**config.mk**
```make
export PLATFORM = sky130hd
export DESIGN_NAME = i2s_transmitter_flat
export DESIGN_NICKNAME = d
export VERILOG_FILES = /design/src/rtl/i2s_transmitter_if.sv /design/src/rtl/i2s_transmitter.sv /design/src/flat_wrapper.sv
export SDC_FILE = /design/constraint.sdc
export NUM_CORES = 1
export LEC_CHECK = 0
export ABC_AREA = 1
export CAP_MARGIN = 20
export CORE_ASPECT_RATIO = 0.75
export CORE_MARGIN = 3
export CORE_UTILIZATION = 30
export DETAILED_ROUTE_END_ITERATION = 7
export GPL_ROUTABILITY_DRIVEN = 0
export GPL_TIMING_DRIVEN = 0
export PLACE_DENSITY = 0.58
export SLEW_MARGIN = 20
export SYNTH_ARGS = -nofsm -noshare
export SYNTH_HDL_FRONTEND = slang
export SYNTH_SLANG_ARGS = --single-unit
```
**constraint.sdc**
```tcl
create_clock -name i_clk -period 5.21 [get_ports i_clk]
set_input_delay 1.042 -clock i_clk [delete_from_list [all_inputs] [get_ports i_clk]]
set_output_delay 1.042 -clock i_clk [all_outputs]
set_load 0.05 [all_outputs]
```
**src/rtl/i2s_transmitter_if.sv**
```systemverilog
// -----------------------------------------------------------------------------
// i2s_transmitter_if
// Sample hand-off bus between the voice mixer and the I2S transmitter.
//   i_sample        signed mixed sample (two's complement)
//   i_sample_valid  one-cycle strobe qualifying i_sample
// Modports:
//   master  mixer side, drives the sample bus
//   slave   transmitter side, receives the sample bus
// -----------------------------------------------------------------------------
interface i2s_transmitter_if #(
  parameter int SAMPLE_WIDTH = 24
);
  logic signed [SAMPLE_WIDTH-1:0] i_sample;
  logic                           i_sample_valid;

  modport master (
    output i_sample,
    output i_sample_valid
  );

  modport slave (
    input i_sample,
    input i_sample_valid
  );
endinterface

```
**src/rtl/i2s_transmitter.sv**
```systemverilog
// -----------------------------------------------------------------------------
// i2s_transmitter
// Serialises each mono mixed sample to an external audio DAC. The same word is
// sent in both the left and the right slot. BCLK and LRCLK are derived from
// i_clk by integer division; a holding register decouples the mixer sample
// cadence from the DAC frame cadence.
//
// Ports:
//   i_clk          system clock
//   i_reset_n      asynchronous active-low reset
//   s_if           sample bus (slave): i_sample, i_sample_valid
//   i_clear_flags  synchronous clear of o_underrun
//   o_bclk         I2S bit clock
//   o_lrclk        I2S word select (0 = left, 1 = right)
//   o_sdata        I2S serial data, MSB first
//   o_frame_start  one-cycle pulse when a new frame (left slot) begins
//   o_underrun     sticky, a frame started without a fresh sample
//   o_overrun      one-cycle pulse, an unsent sample was overwritten
//
// Build option:
//   I2S_LEFT_JUSTIFIED_EN  defined   -> left-justified data, MSB on LRCLK edge
//                          undefined -> standard Philips I2S (one-bit delay)
// -----------------------------------------------------------------------------
module i2s_transmitter #(
  parameter int BCLK_DIV     = 4,
  parameter int SLOT_WIDTH   = 32,
  parameter int SAMPLE_WIDTH = 24
) (
  input  logic                    i_clk,
  input  logic                    i_reset_n,
  i2s_transmitter_if.slave        s_if,
  input  logic                    i_clear_flags,
  output logic                    o_bclk,
  output logic                    o_lrclk,
  output logic                    o_sdata,
  output logic                    o_frame_start,
  output logic                    o_underrun,
  output logic                    o_overrun
);

  localparam int FRAME_BITS = 2 * SLOT_WIDTH;
  localparam int BW         = $clog2(FRAME_BITS);
  localparam int DW         = (BCLK_DIV > 1) ? $clog2(BCLK_DIV) : 1;

  localparam logic [DW-1:0] DIV_LAST = DW'(BCLK_DIV - 1);
  localparam logic [BW-1:0] BIT_LAST = BW'(FRAME_BITS - 1);
  localparam logic [BW-1:0] SLOT_W   = BW'(SLOT_WIDTH);
  localparam logic [BW-1:0] SAMP_W   = BW'(SAMPLE_WIDTH);

  typedef enum logic {ST_IDLE, ST_RUN} state_t;

  state_t                         r_state;
  logic [DW-1:0]                  r_div_cnt;
  logic [BW-1:0]                  r_bit_cnt;
  logic signed [SAMPLE_WIDTH-1:0] r_hold;
  logic signed [SAMPLE_WIDTH-1:0] r_shift;
  logic                           r_hold_full;
  logic                           r_bclk;
  logic                           r_lrclk;
  logic                           r_sdata;
  logic                           r_frame_start;
  logic                           r_underrun;
  logic                           r_overrun;

  logic                           w_wrap;
  logic                           w_fall_tick;
  logic                           w_frame_start;
  logic [BW-1:0]                  w_bit_next;
  logic [BW-1:0]                  w_pos;
  logic signed [SAMPLE_WIDTH-1:0] w_word;

  // Serial bit for slot position pos of word.
  function automatic logic slot_bit(input logic [SAMPLE_WIDTH-1:0] word,
                                    input logic [BW-1:0]           pos);
    logic [SAMPLE_WIDTH-1:0] sh;
    sh       = '0;
    slot_bit = 1'b0;
`ifdef I2S_LEFT_JUSTIFIED_EN
    if (pos < SAMP_W) begin
      sh       = word >> (SAMP_W - 1'b1 - pos);
      slot_bit = sh[0];
    end
`else
    // Position 0 carries the one-bit delay after the LRCLK edge.
    if ((pos != '0) && (pos <= SAMP_W)) begin
      sh       = word >> (SAMP_W - pos);
      slot_bit = sh[0];
    end
`endif
  endfunction

  assign w_wrap        = (r_state == ST_RUN) && (r_div_cnt == DIV_LAST);
  assign w_fall_tick   = w_wrap && r_bclk;
  assign w_bit_next    = (r_bit_cnt == BIT_LAST) ? '0 : r_bit_cnt + 1'b1;
  assign w_frame_start = w_fall_tick && (w_bit_next == '0);
  assign w_pos         = (w_bit_next >= SLOT_W) ? w_bit_next - SLOT_W : w_bit_next;
  // On the frame-start tick the shift register is still being loaded, so the
  // first bit of the frame must come straight from the holding register.
  assign w_word        = w_frame_start ? r_hold : r_shift;

  always_ff @(posedge i_clk or negedge i_reset_n) begin
    if (!i_reset_n) begin
      r_state       <= ST_IDLE;
      r_div_cnt     <= '0;
      r_bit_cnt     <= '0;
      r_hold        <= '0;
      r_shift       <= '0;
      r_hold_full   <= 1'b0;
      r_bclk        <= 1'b0;
      r_lrclk       <= 1'b0;
      r_sdata       <= 1'b0;
      r_frame_start <= 1'b0;
      r_underrun    <= 1'b0;
      r_overrun     <= 1'b0;
    end else begin
      r_frame_start <= 1'b0;
      r_overrun     <= 1'b0;

      // Capture runs in every state. A sample leaving on this very frame-start
      // tick is not lost, so no overrun and hold_full stays set for the new one.
      if (s_if.i_sample_valid) begin
        r_hold      <= s_if.i_sample;
        r_hold_full <= 1'b1;
        r_overrun   <= r_hold_full && !w_frame_start;
      end else if (w_frame_start) begin
        r_hold_full <= 1'b0;
      end

      // Clear first so a same-cycle underrun set below takes priority.
      if (i_clear_flags) begin
        r_underrun <= 1'b0;
      end

      case (r_state)
        ST_IDLE: begin
          r_div_cnt <= '0;
          r_bclk    <= 1'b0;
          r_lrclk   <= 1'b0;
          r_sdata   <= 1'b0;
          if (s_if.i_sample_valid) begin
            r_state   <= ST_RUN;
            // Parked on the last bit so the first falling BCLK opens a frame.
            r_bit_cnt <= BIT_LAST;
          end
        end

        ST_RUN: begin
          r_div_cnt <= w_wrap ? '0 : r_div_cnt + 1'b1;
          if (w_wrap) begin
            r_bclk <= ~r_bclk;
          end
          if (w_fall_tick) begin
            r_bit_cnt <= w_bit_next;
            r_lrclk   <= (w_bit_next >= SLOT_W);
            r_sdata   <= slot_bit(w_word, w_pos);
            if (w_frame_start) begin
              // With no fresh sample the holding register still holds the
              // previous word, so it simply repeats.
              r_shift       <= r_hold;
              r_frame_start <= 1'b1;
              if (!r_hold_full) begin
                r_underrun <= 1'b1;
              end
            end
          end
        end

        default: r_state <= ST_IDLE;
      endcase
    end
  end

  assign o_bclk        = r_bclk;
  assign o_lrclk       = r_lrclk;
  assign o_sdata       = r_sdata;
  assign o_frame_start = r_frame_start;
  assign o_underrun    = r_underrun;
  assign o_overrun     = r_overrun;

endmodule

```
**src/flat_wrapper.sv**
```systemverilog
// flat-port wrapper written by rule: the top's interface ports become plain ports
module i2s_transmitter_flat 
#(
  parameter int BCLK_DIV     = 4,
  parameter int SLOT_WIDTH   = 32,
  parameter int SAMPLE_WIDTH = 24
)
  (i_clk, i_reset_n, i_clear_flags, o_bclk, o_lrclk, o_sdata, o_frame_start, o_underrun, o_overrun, s_if_i_sample, s_if_i_sample_valid);
  i2s_transmitter_if #(.SAMPLE_WIDTH(SAMPLE_WIDTH)) s_if_i ();
  input  logic i_clk;
  input  logic i_reset_n;
  input  logic i_clear_flags;
  output logic o_bclk;
  output logic o_lrclk;
  output logic o_sdata;
  output logic o_frame_start;
  output logic o_underrun;
  output logic o_overrun;
  input wire logic [$bits(s_if_i.i_sample)-1:0] s_if_i_sample;
  input wire logic [$bits(s_if_i.i_sample_valid)-1:0] s_if_i_sample_valid;
  assign s_if_i.i_sample = s_if_i_sample;
  assign s_if_i.i_sample_valid = s_if_i_sample_valid;
  i2s_transmitter #(.BCLK_DIV(BCLK_DIV), .SLOT_WIDTH(SLOT_WIDTH), .SAMPLE_WIDTH(SAMPLE_WIDTH)) u_core (.i_clk(i_clk), .i_reset_n(i_reset_n), .s_if(s_if_i), .i_clear_flags(i_clear_flags), .o_bclk(o_bclk), .o_lrclk(o_lrclk), .o_sdata(o_sdata), .o_frame_start(o_frame_start), .o_underrun(o_underrun), .o_overrun(o_overrun));
endmodule
```
# Word-level counts from Yosys, hierarchy flattened

Index checks and enable logic that the tools add are counted.

$add $sub $neg: 4
Magnitude comparators: 2
Equal/unequal tests: 5
Shift-type cells: 1
Mux-type cells: 28
Bitwise gates (word level): 2
Reductions and logical operators: 11

Operators by type and width:

| operator                                                       | count |
|---|---|
| two-way mux 24 bit                                             | 1 |
| two-way mux 6 bit                                              | 4 |
| >> shifter 24 x 6 -> 1 bit                                     | 1 |
| two-way mux 1 bit                                              | 17 |
| one-hot mux 6 bit (2 select lines)                             | 1 |
| adder 6 x 1 -> 6 bit, second input constant                    | 1 |
| == test 6 bit, second input constant                           | 1 |
| greater-or-equal comparator 6 bit, second input constant       | 1 |
| less-or-equal comparator 6 x 5 -> 1 bit, second input constant | 1 |
| logical NOT 6 bit                                              | 1 |
| != test 2 bit, second input constant                           | 3 |
| one-hot mux 1 bit (2 select lines)                             | 3 |
| nonzero test 6 bit                                             | 1 |
| subtractor 5 x 6 -> 6 bit, first input constant                | 1 |
| subtractor 6 bit, second input constant                        | 1 |
| logical AND 1 bit                                              | 5 |
| one-hot mux 2 bit (2 select lines)                             | 1 |
| AND reduction 2 bit                                            | 2 |
| adder 2 x 1 -> 2 bit, second input constant                    | 1 |
| == test 2 bit, second input constant                           | 1 |
| two-way mux 2 bit                                              | 1 |
| inverter 1 bit                                                 | 2 |
| nonzero test 2 bit                                             | 1 |
| logical NOT 1 bit                                              | 1 |

Flip-flop bits (word level): 64
Input bits: 28
Output and inout bits: 6
Logic and storage cells: 65

# Depth between registers and ports, before layout

Gate-level depths: netlist (run 1).

Depth after elaboration: 9
Depth in mapped cells: 20
Depth with buffers taken out: 19

# Least setup slack after synthesis (run 1)

Ideal clock, no wire load.

Path kind: register to register
Start: register u_core.r_bclk (netlist: u_core.o_bclk)
End: register u_core.r_sdata (netlist: u_core.o_sdata)
Library setup time: 118 ps
Arrival: 2046 ps
Data required time: 5092 ps
Path slack: 3046 ps
Cell stages (with the launch flop): 15
Buffers on the path: 1
Period minus slack after synthesis: 2164 ps
Cell sequence: dfrtp_1 -> inv_1 -> nor2_2 -> nand2_1 -> nor2_4 -> nand2_4 -> buf_2 -> o211ai_1 -> nand3_1 -> nand2_1 -> nand2_1 -> nand2_1 -> nand2_1 -> nand2_1 -> nand2_1

Cells in the longest elaborated chain, start to end: 7
Elaborated cells between the ends (all ways): 8
Those cells by class: eq/ne: 1; shift: 1; mux: 4; reduce/logical: 2

RTL lines:

| element                            | RTL line               | RTL |
|---|---|---|
| start, declared                    | i2s_transmitter.sv:58  | `logic r_bclk;` |
| start signal, assigned             | i2s_transmitter.sv:150 | `r_bclk <= ~r_bclk;` |
| logical AND 1 bit (*)              | i2s_transmitter.sv:93  | `assign w_fall_tick = w_wrap && r_bclk;` |
| logical AND 1 bit                  | i2s_transmitter.sv:95  | `assign w_frame_start = w_fall_tick && (w_bit_next == '0);` |
| two-way mux 24 bit                 | i2s_transmitter.sv:99  | `assign w_word = w_frame_start ? r_hold : r_shift;` |
| >> shifter 24 x 6 -> 1 bit         | i2s_transmitter.sv:86  | `sh = word >> (SAMP_W - pos);` |
| two-way mux 1 bit                  | i2s_transmitter.sv:85  | `if ((pos != '0) && (pos <= SAMP_W)) begin` |
| two-way mux 1 bit                  | i2s_transmitter.sv:152 | `if (w_fall_tick) begin` |
| one-hot mux 1 bit (2 select lines) | i2s_transmitter.sv:134 | `case (r_state)` |
| end signal, assigned               | i2s_transmitter.sv:155 | `r_sdata <= slot_bit(w_word, w_pos);` |
| end, declared                      | i2s_transmitter.sv:60  | `logic r_sdata;` |

Every way passes the cells marked *; elsewhere a longest branch is shown, timed or not. The select of a mux whose other input is x is not followed.
A chain may end at the register's enable or synchronous reset.

# Worst setup path in the final report (run 1)

Start: register u_core.r_bit_cnt[1]
End: register u_core.r_sdata (netlist: u_core.o_sdata)

Cells in the longest elaborated chain, start to end: 9
Elaborated cells between the ends (all ways): 17
Those cells by class: add/sub: 3; order compare: 2; eq/ne: 1; shift: 1; mux: 6; reduce/logical: 4

RTL lines:

| element                                                                | RTL line                                     | RTL |
|---|---|---|
| start, declared                                                        | i2s_transmitter.sv:54                        | `logic [BW-1:0] r_bit_cnt;` |
| start signal, assigned                                                 | i2s_transmitter.sv:153                       | `r_bit_cnt <= w_bit_next;` |
| adder 6 x 1 -> 6 bit / == test 6 bit (equally long branches)           | i2s_transmitter.sv:94                        | `assign w_bit_next = (r_bit_cnt == BIT_LAST) ? '0 : r_bit_cnt + 1'b1;` |
| two-way mux 6 bit (*)                                                  | i2s_transmitter.sv:94                        |  |
| subtractor 6 bit (tied with other cells)                               | i2s_transmitter.sv:96                        | `assign w_pos = (w_bit_next >= SLOT_W) ? w_bit_next - SLOT_W : w_bit_next;` |
| two-way mux 6 bit / logical AND 1 bit (equally long branches)          | i2s_transmitter.sv:96, i2s_transmitter.sv:95 |  |
| subtractor 5 x 6 -> 6 bit (tied with other cells)                      | i2s_transmitter.sv:86                        |  |
| >> shifter 24 x 6 -> 1 bit / logical AND 1 bit (equally long branches) | i2s_transmitter.sv:86, i2s_transmitter.sv:85 |  |
| two-way mux 1 bit (*)                                                  | i2s_transmitter.sv:85                        |  |
| two-way mux 1 bit (*)                                                  | i2s_transmitter.sv:152                       |  |
| one-hot mux 1 bit (2 select lines) (*)                                 | i2s_transmitter.sv:134                       |  |

Marked as above.

==> results of run 1 <==
[cells by family after synthesis]
group	Yosys count	synth area share (%)
compound gates	40	7.71
xor+xnor	2	0.569
fa+ha+maj	2	0.812
buf+inv	68	9.42
flops	64	52.0
simple gates	199	29.5
[cell usage in the layout, fill, tap and decap left out, types with 2 or more instances in the layout]
cell type / synthesis / layout
nand2_1: 117 / 117
dfrtp_1: 64 / 64
inv_1: 53 / 53
nand3_1: 33 / 33
clkdlybuf4s50_1: 0 / 31
nor2_1: 23 / 23
o21ai_0: 14 / 14
clkbuf_16: 0 / 9
and2_1: 7 / 7
clkbuf_1: 5 / 6
o21ai_1: 6 / 6
o21a_1: 5 / 5
a21oi_1: 5 / 5
buf_4: 3 / 4
nand2_2: 4 / 4
clkbuf_8: 0 / 4
nand2_4: 3 / 3
nor2_4: 3 / 3
buf_6: 3 / 3
o211ai_1: 3 / 3
or2_2: 2 / 2
nor3_1: 2 / 2
o22ai_1: 2 / 2
inv_2: 2 / 2
a22oi_1: 2 / 2
ha_1: 2 / 2
[sequential cells by signal (all words and copies together), names as in the netlist]
signal / flops
u_core.o_underrun: 1
u_core.r_hold_full: 1
u_core.o_overrun: 1
u_core.o_sdata: 1
u_core.r_shift: 24
u_core.o_bclk: 1
u_core.r_bit_cnt: 6
u_core.r_div_cnt: 2
u_core.o_frame_start: 1
u_core.o_lrclk: 1
u_core.r_hold: 24
u_core.r_state: 1
[power breakdown]
group	total (W)	internal [W]	switching (W)	leakage (nW)
logic	0.0000603	0.0000274	0.0000329	1.06
clock network	0.000627	0.000421	0.000206	0.159
registers	0.000523	0.000515	0.00000820	0.808
[cell type report]
type	instances	share of cell area [%]
Timing Repair Buffer	33	8.65
Clock buffer	14	7.28
Tap cell	132	4.23
Inverter	56	5.38
Sequential cell	64	41.0
Clock inverter	2	0.897
Buffer	12	2.05
Multi-Input combinational cell	243	30.5
[per-stage QoR]
| stage | total power, W | utilization [%] | hold WS [ns] |
|---|---|---|---|
| 3_3_place_gp | 0.000591 | 36.4 | 0.422 |
| 4_1_cts | 0.00123 | 39.8 | 0.434 |
| 3_5_place_dp | 0.000594 | 36.5 | 0.420 |
| 5_1_grt | 0.00126 | 39.8 | 0.469 |
| 2_1_floorplan | 0.000551 | - | 0.406 |
| 6_report | 0.00121 | 39.8 | 0.427 |
[final timing paths]
| check | to | slack [ns] | cells after the start |
|---|---|---|---|
| min | u_core.r_div_cnt[0] | 0.43 | 1 |
| max reg2reg | u_core.o_sdata | 2.67 | 13 |
| min reg2reg | u_core.r_div_cnt[0] | 0.43 | 1 |
| min in group asynchronous | u_core.o_underrun | 0.61 | 1 |
| max in group asynchronous | u_core.r_hold[6] | 4.07 | 2 |
| max | u_core.o_sdata | 2.67 | 13 |
[per-layer routing]
layer  vias to the layer above  GRT usage, %  part of all wire (%)
met3                         9          5.06                   6.7
met5                         -             0                     0
li1                       1257             -                     -
met1                      1161          18.6                    50
met4                         0          4.61                   1.1
met2                        56          20.3                    42
[worst register-to-register path: stages (launching register included)]
cell	delay [ns]
dfrtp_1	0.42
ha_1	0.26
nand2_4	0.12
nor2_4	0.13
nand2_2	0.09
nand2_2	0.19
inv_2	0.16
nor2_4	0.18
nand2_1	0.10
a2111oi_0	0.48
nand2_1	0.11
nor2_1	0.11
nand2_1	0.07
nand2_1	0.06
==> results by group, run 1 <==
Worst setup path
  • Arr. time, crit path: 2.81 ns
  • CP startpoint: u_core.r_bit_cnt[1]
  • Critical Path RT: 5.48 ns
  • Critical Path Source Type: flop
  • CP Cell Sequence: ha_1, nand2_4, nor2_4, nand2_2, nand2_2, inv_2, nor2_4, nand2_1, a2111oi_0, nand2_1, nor2_1, nand2_1, nand2_1
  • Crit. End Element: flop
  • CP max-delay cell: a2111oi_0
  • Most Frequent Cell on Critical Path: nand2_1
  • Crit-path max FO: 8
  • Critical path class: flop to flop
  • Cell family with most CP delay: simple AND/OR/NAND/NOR gates
  • R2r startpoint: u_core.r_bit_cnt[1]
  • WP buf/inv: 1
  • Worst stage delay on the critical path: 0.48 ns

STA
  • Slew @ Worst Pin: 0.598 ns
  • Final WS setup: 2.67 ns
  • Final setup violating endpoints: 0
  • Hold Fails Final Rpt: 0
  • Slew HR: 60.1%
  • Clock skew: 0.00489 ns
  • Unrepaired setup endpoints after global routing: false
  • Tcrit/Tclk final: 48.8%
  • Final Slew Violations: 0
  • Post-layout min period: 2.54 ns
  • FMAX: 393 MHz
  • Total negative slack: 0 ns

Min path
  • Hold Path Class: flop to flop
  • Hold wc startpoint: u_core.r_div_cnt[0]

Layout
  • P&R area growth vs syn: 26.7%
  • Design Area, Final: 3900 um^2
  • Multi-input logic area: 1190 um^2
  • Reg area: 1600 um^2
  • Share of layout cells above drive strength 1: 10.1%
  • Final Non-Filler Cells: 556
  • # diodes: 0
  • Fill count: 1,018
  • Layout net count: 449

Clock network
  • CTS tree: done
  • Clock H-tree levels: 3
  • Cts bufs inserted: 9
  • Clk Latency, worst-skew pair: 0.33 ns
  • Post-CTS Resized: 0
  • Root buffer cell: clkbuf_16
  • Clock Pin Slew Worst Setup and Hold Paths: 0.05 ns
  • Cts hold-fix bufs: 0
  • Clock buffer depth: 2
  • Setup Buffers After CTS: 0
  • Clock Sinks: 64

Floorplan
  • DIE WIDTH: 123 um
  • Boundary Pins: 34
  • Placeable Area: 9810 um^2
  • Die height: 93.8 um
  • Die ar.: 11,500 um^2
  • Initial Utilization: 31.4%
  • # rows: 31

Logic synthesis
  • Mean Syn Cell Area: 8.22 um^2
  • Fraction of registers with async set/reset: 100%
  • Mapped Area: 3080 um^2
  • Synth area leader: dfrtp_1
  • Post-synth EDFFs: 0
  • Yosys top cell area share: 52.0%
  • Most used flip-flop cell after synthesis: dfrtp_1
  • Most numerous cell in the Yosys netlist: nand2_1
  • Synthesized instance count: 375
  • Synth Register Bits: 64
  • Syn nets: 405
  • Synth top area cells: dfrtp_1 (52%), nand2_1 (14%), inv_1 (6.5%)
  • Top cells by count, synth: nand2_1 (117), dfrtp_1 (64), inv_1 (53)
  • Synth unique cells: 35
  • Seq/Total Area, Yosys: 52.0%
  • Warnings from Yosys: 0

Detailed routing
  • Vias/cell: 4.47
  • Total DRC errors in the routed layout: 0
  • Antenna Nets Post-Route: 0
  • DR WL/cell: 12.5 um
  • DRT Pass-1 Iters: 4
  • WL final: 6950 um
  • Starting DRT DRC Count: 156
  • Via count: 2,483

Placed design
  • DP Wirelength: 5130 um
  • Dpl cells: 540
  • Setup WS pre-CTS: 2.68 ns
  • I/O Buffers: 32
  • Placed Area: 3580 um^2

Power and ir drop
  • Worst VDD drop: 0.138 mV
  • Leakage: 2.03 nW
  • PwrDens: 310 nW/um^2

Global route
  • Largest net degree at the start of global routing: 41
  • Overall routing resource usage: 13.7%
  • Vias in the first global route: 2,485
  • First-pass GRT wire length: 12,000 um
  • Initial antenna violation count: 0
  • Grt total ovfl: 0

Outcome
  • Outcome: finished, final reports clean

Run
  • Max_cap viols: 0
Note: power is estimated with default switching activity, not from simulation.
==> run 2, diff against run 1 <==
--- a/config.mk
+++ b/config.mk
@@ -13,7 +13,7 @@
 export DETAILED_ROUTE_END_ITERATION = 7
 export GPL_ROUTABILITY_DRIVEN = 0
 export GPL_TIMING_DRIVEN = 0
-export PLACE_DENSITY = 0.58
+export PLACE_DENSITY = 0.6
 export SLEW_MARGIN = 20
 export SYNTH_ARGS = -nofsm -noshare
 export SYNTH_HDL_FRONTEND = slang
==> constraint.sdc (replaced) <==
create_clock -name i_clk -period 2.1 [get_ports i_clk]
set_input_delay 0.42 -clock i_clk [delete_from_list [all_inputs] [get_ports i_clk]]
set_output_delay 0.42 -clock i_clk [all_outputs]
set_load 0.05 [all_outputs]
==> results by group, run 2 (synthesized netlist as in run 1, its figures left out) <==
Clock network
  • CTS tree: done
  • Clock Pin Slew Worst Setup and Hold Paths: 0.05 ns (about the same)
  • Clock Sinks: 64 (unchanged)
  • Root buffer cell: clkbuf_16
  • Clock H-tree levels: 3 (unchanged)
  • Clk Latency, worst-skew pair: 0.34 ns (about the same)
  • Cts bufs inserted: 9 (unchanged)
  • Clock buffer depth: 2 (unchanged)

Global route
  • Vias in the first global route: 2,406 (-3.2%)
  • Overall routing resource usage: 14.6% (+0.85 points)
  • Initial antenna violation count: 0 (unchanged)
  • First-pass GRT wire length: 12,700 um (+5.5%)
  • Grt total ovfl: 0 (unchanged)
  • Largest net degree at the start of global routing: 38 (-7.3%)

Layout
  • Share of layout cells above drive strength 1: 18.1% (+7.9 points)
  • Most common cell after layout, fill and taps aside: nand2_1
  • P&R area growth vs syn: 35.2%
  • Layout net count: 471 (+4.9%)
  • Design Area, Final: 4170 um^2 (+6.8%)
  • Largest regs: u_core.r_hold x24, u_core.r_shift x24, u_core.r_bit_cnt x6
  • Commonest non-fill, non-tap cells in the layout: nand2_1 (113), dfrtp_1 (63), inv_1 (53)
  • Final Non-Filler Cells: 575 (+3.4%)
  • Fill count: 981 (-3.6%)
  • # diodes: 0 (unchanged)

STA
  • Slew HR: 59.9% (-0.23 points)
  • Tcrit/Tclk final: 109% (+60 points)
  • Slew @ Worst Pin: 0.602 ns (+0.00348 ns)
  • Final setup violating endpoints: 1 (+1)
  • FMAX: 437 MHz (+11%)
  • Clock skew: 0.00613 ns (+0.00124 ns)
  • Hold Fails Final Rpt: 0 (unchanged)
  • Unrepaired setup endpoints after global routing: true
  • Final Slew Violations: 0 (unchanged)
  • Post-layout min period: 2.29 ns (-0.254 ns)
  • Final WS setup: -0.191 ns (-2.86 ns)

Placed design
  • DP Wirelength: 5230 um (+1.9%)
  • I/O Buffers: 32 (unchanged)
  • Setup WS pre-CTS: -0.379 ns (-3.06 ns)
  • Placed Area: 3590 um^2 (about the same)
  • Dpl cells: 540 (unchanged)

Worst setup path
  • Critical Path RT: 2.32 ns (-3.16 ns)
  • CP Cell Sequence: ha_4, nand2_8, nor2_4, nand2_4, nand2_2, nor2_2, nor2_4, buf_6, buf_4, nand3_1, nand3_1, nand3_1, nand2_1, nand3_1, nand2_1, nor2_1, nand2_1, nand2_1
  • Critical R2R Capture: u_core.o_sdata
  • R2r setup slk: -0.19 ns (-2.86 ns)
  • Crit. End Element: flop
  • Worst stage delay on the critical path: 0.41 ns (-0.07 ns)
  • CP max-delay cell: dfrtp_1
  • Crit-path max FO: 5 (-3)
  • Critical path class: flop to flop
  • Reg2Reg Depth: 18 (+5)
  • Arr. time, crit path: 2.51 ns (-0.30 ns)
  • Critical Path Source Type: flop
  • R2r startpoint: u_core.r_bit_cnt[0]

Detailed routing
  • DRT Pass-1 Iters: 4 (unchanged)
  • Vias/cell: 4.49 (+0.55%)
  • Antenna Nets Post-Route: 0 (unchanged)
  • DR WL/cell: 13.3 um (+6.6%)
  • WL final: 7650 um (+10%)
  • Via count: 2,582 (+4.0%)
  • Starting DRT DRC Count: 132 (-15%)
  • Total DRC errors in the routed layout: 0 (unchanged)

Floorplan
  • Initial Utilization: 31.4% (unchanged)
  • Placeable Area: 9810 um^2 (unchanged)
  • Boundary Pins: 34 (unchanged)
  • # rows: 31 (unchanged)
  • Die ar.: 11,500 um^2 (unchanged)
  • DIE WIDTH: 123 um (unchanged)
  • Die height: 93.8 um (unchanged)

Outcome
  • Outcome: finished with violations
  • Failing checks: negative setup slack

Power and ir drop
  • Total power: 0.00287 W (+140%)
  • Worst VDD drop: 0.381 mV (+180%)
  • Leakage: 2.12 nW (+4.8%)
  • PwrDens: 690 nW/um^2 (+120%)

Run
  • Max_cap viols: 0 (unchanged)

Min path
  • Hold Path Class: input port to async pin
run 2: report_power, final:
| part | switching (W) | internal, W | leakage, nW |
|---|---|---|---|
| registers | 0.0000227 | 0.00128 | 0.806 |
| clock network | 0.000517 | 0.000907 | 0.140 |
| logic | 0.0000833 | 0.0000679 | 1.18 |
| total | 0.000623 | 0.00225 | 2.12 |
run 2: what timing repair did:
item                       in CTS  in global routing
setup buffers                   7                 14
hold endpoints to repair        0                  0
hold buffers                    0                  0
gates resized for setup        19                 15
pin swaps                      10                  9
setup endpoints to repair       1                  1
gates cloned                    1                  0
run 2: final cells by class:
class                   count  area [um^2]  share of cell area [%]
plain buffers              12          106                    2.55
clock buffers              13          280                    6.72
inverters                  56          213                    5.10
multi-input cells         243         1300                    31.1
flip-flops and latches     64         1600                    38.5
well taps                 132          165                    3.96
repair buffers             55          503                    12.1
run 2: worst max-delay path by stage:
| stage | start | to | slack, ns | cells after the start |
|---|---|---|---|---|
| finish | u_core.r_bit_cnt[0] | u_core.o_sdata | -0.19 | 18 |
| global route | u_core.r_bit_cnt[0] | u_core.o_sdata | -0.37 | 18 |
| CTS | u_core.r_bit_cnt[0] | u_core.o_sdata | -0.15 | 18 |
| detailed placement | u_core.r_bit_cnt[0] | u_core.o_sdata | -0.38 | 17 |
| global placement | i_reset_n | u_core.o_bclk | -1.79 | 1 |
| floorplan | u_core.r_bit_cnt[0] | u_core.o_sdata | 0.03 | 18 |
run 2: layer usage:
metal	part of all wire [%]	global-route usage (%)
met1	49	20.6
met2	43	20.3
met3	6.0	5.36
met4	1.8	5.35
met5	0	0
run 2: worst max-delay path: cells and delay by family (launching register included):
family / cells / cell delay [ns]
adders and majority gates: 1 / 0.19
and+or+nand+nor: 15 / 1.28
buffers and inverters: 2 / 0.29
DFF: 1 / 0.41
run 2: through the flow:
| step | setup TNS [ns] | hold slack (ns) | utilization [%] |
|---|---|---|---|
| CTS | -0.145 | 0.00719 | 40.8 |
| detailed placement | -0.379 | 0.367 | 36.5 |
| finish | -0.191 | 0.00409 | 42.5 |
| global route | -0.372 | 0.0247 | 42.5 |
| global placement | -99.57 | 0.419 | 36.4 |
| floorplan | 0 | 0.124 | - |
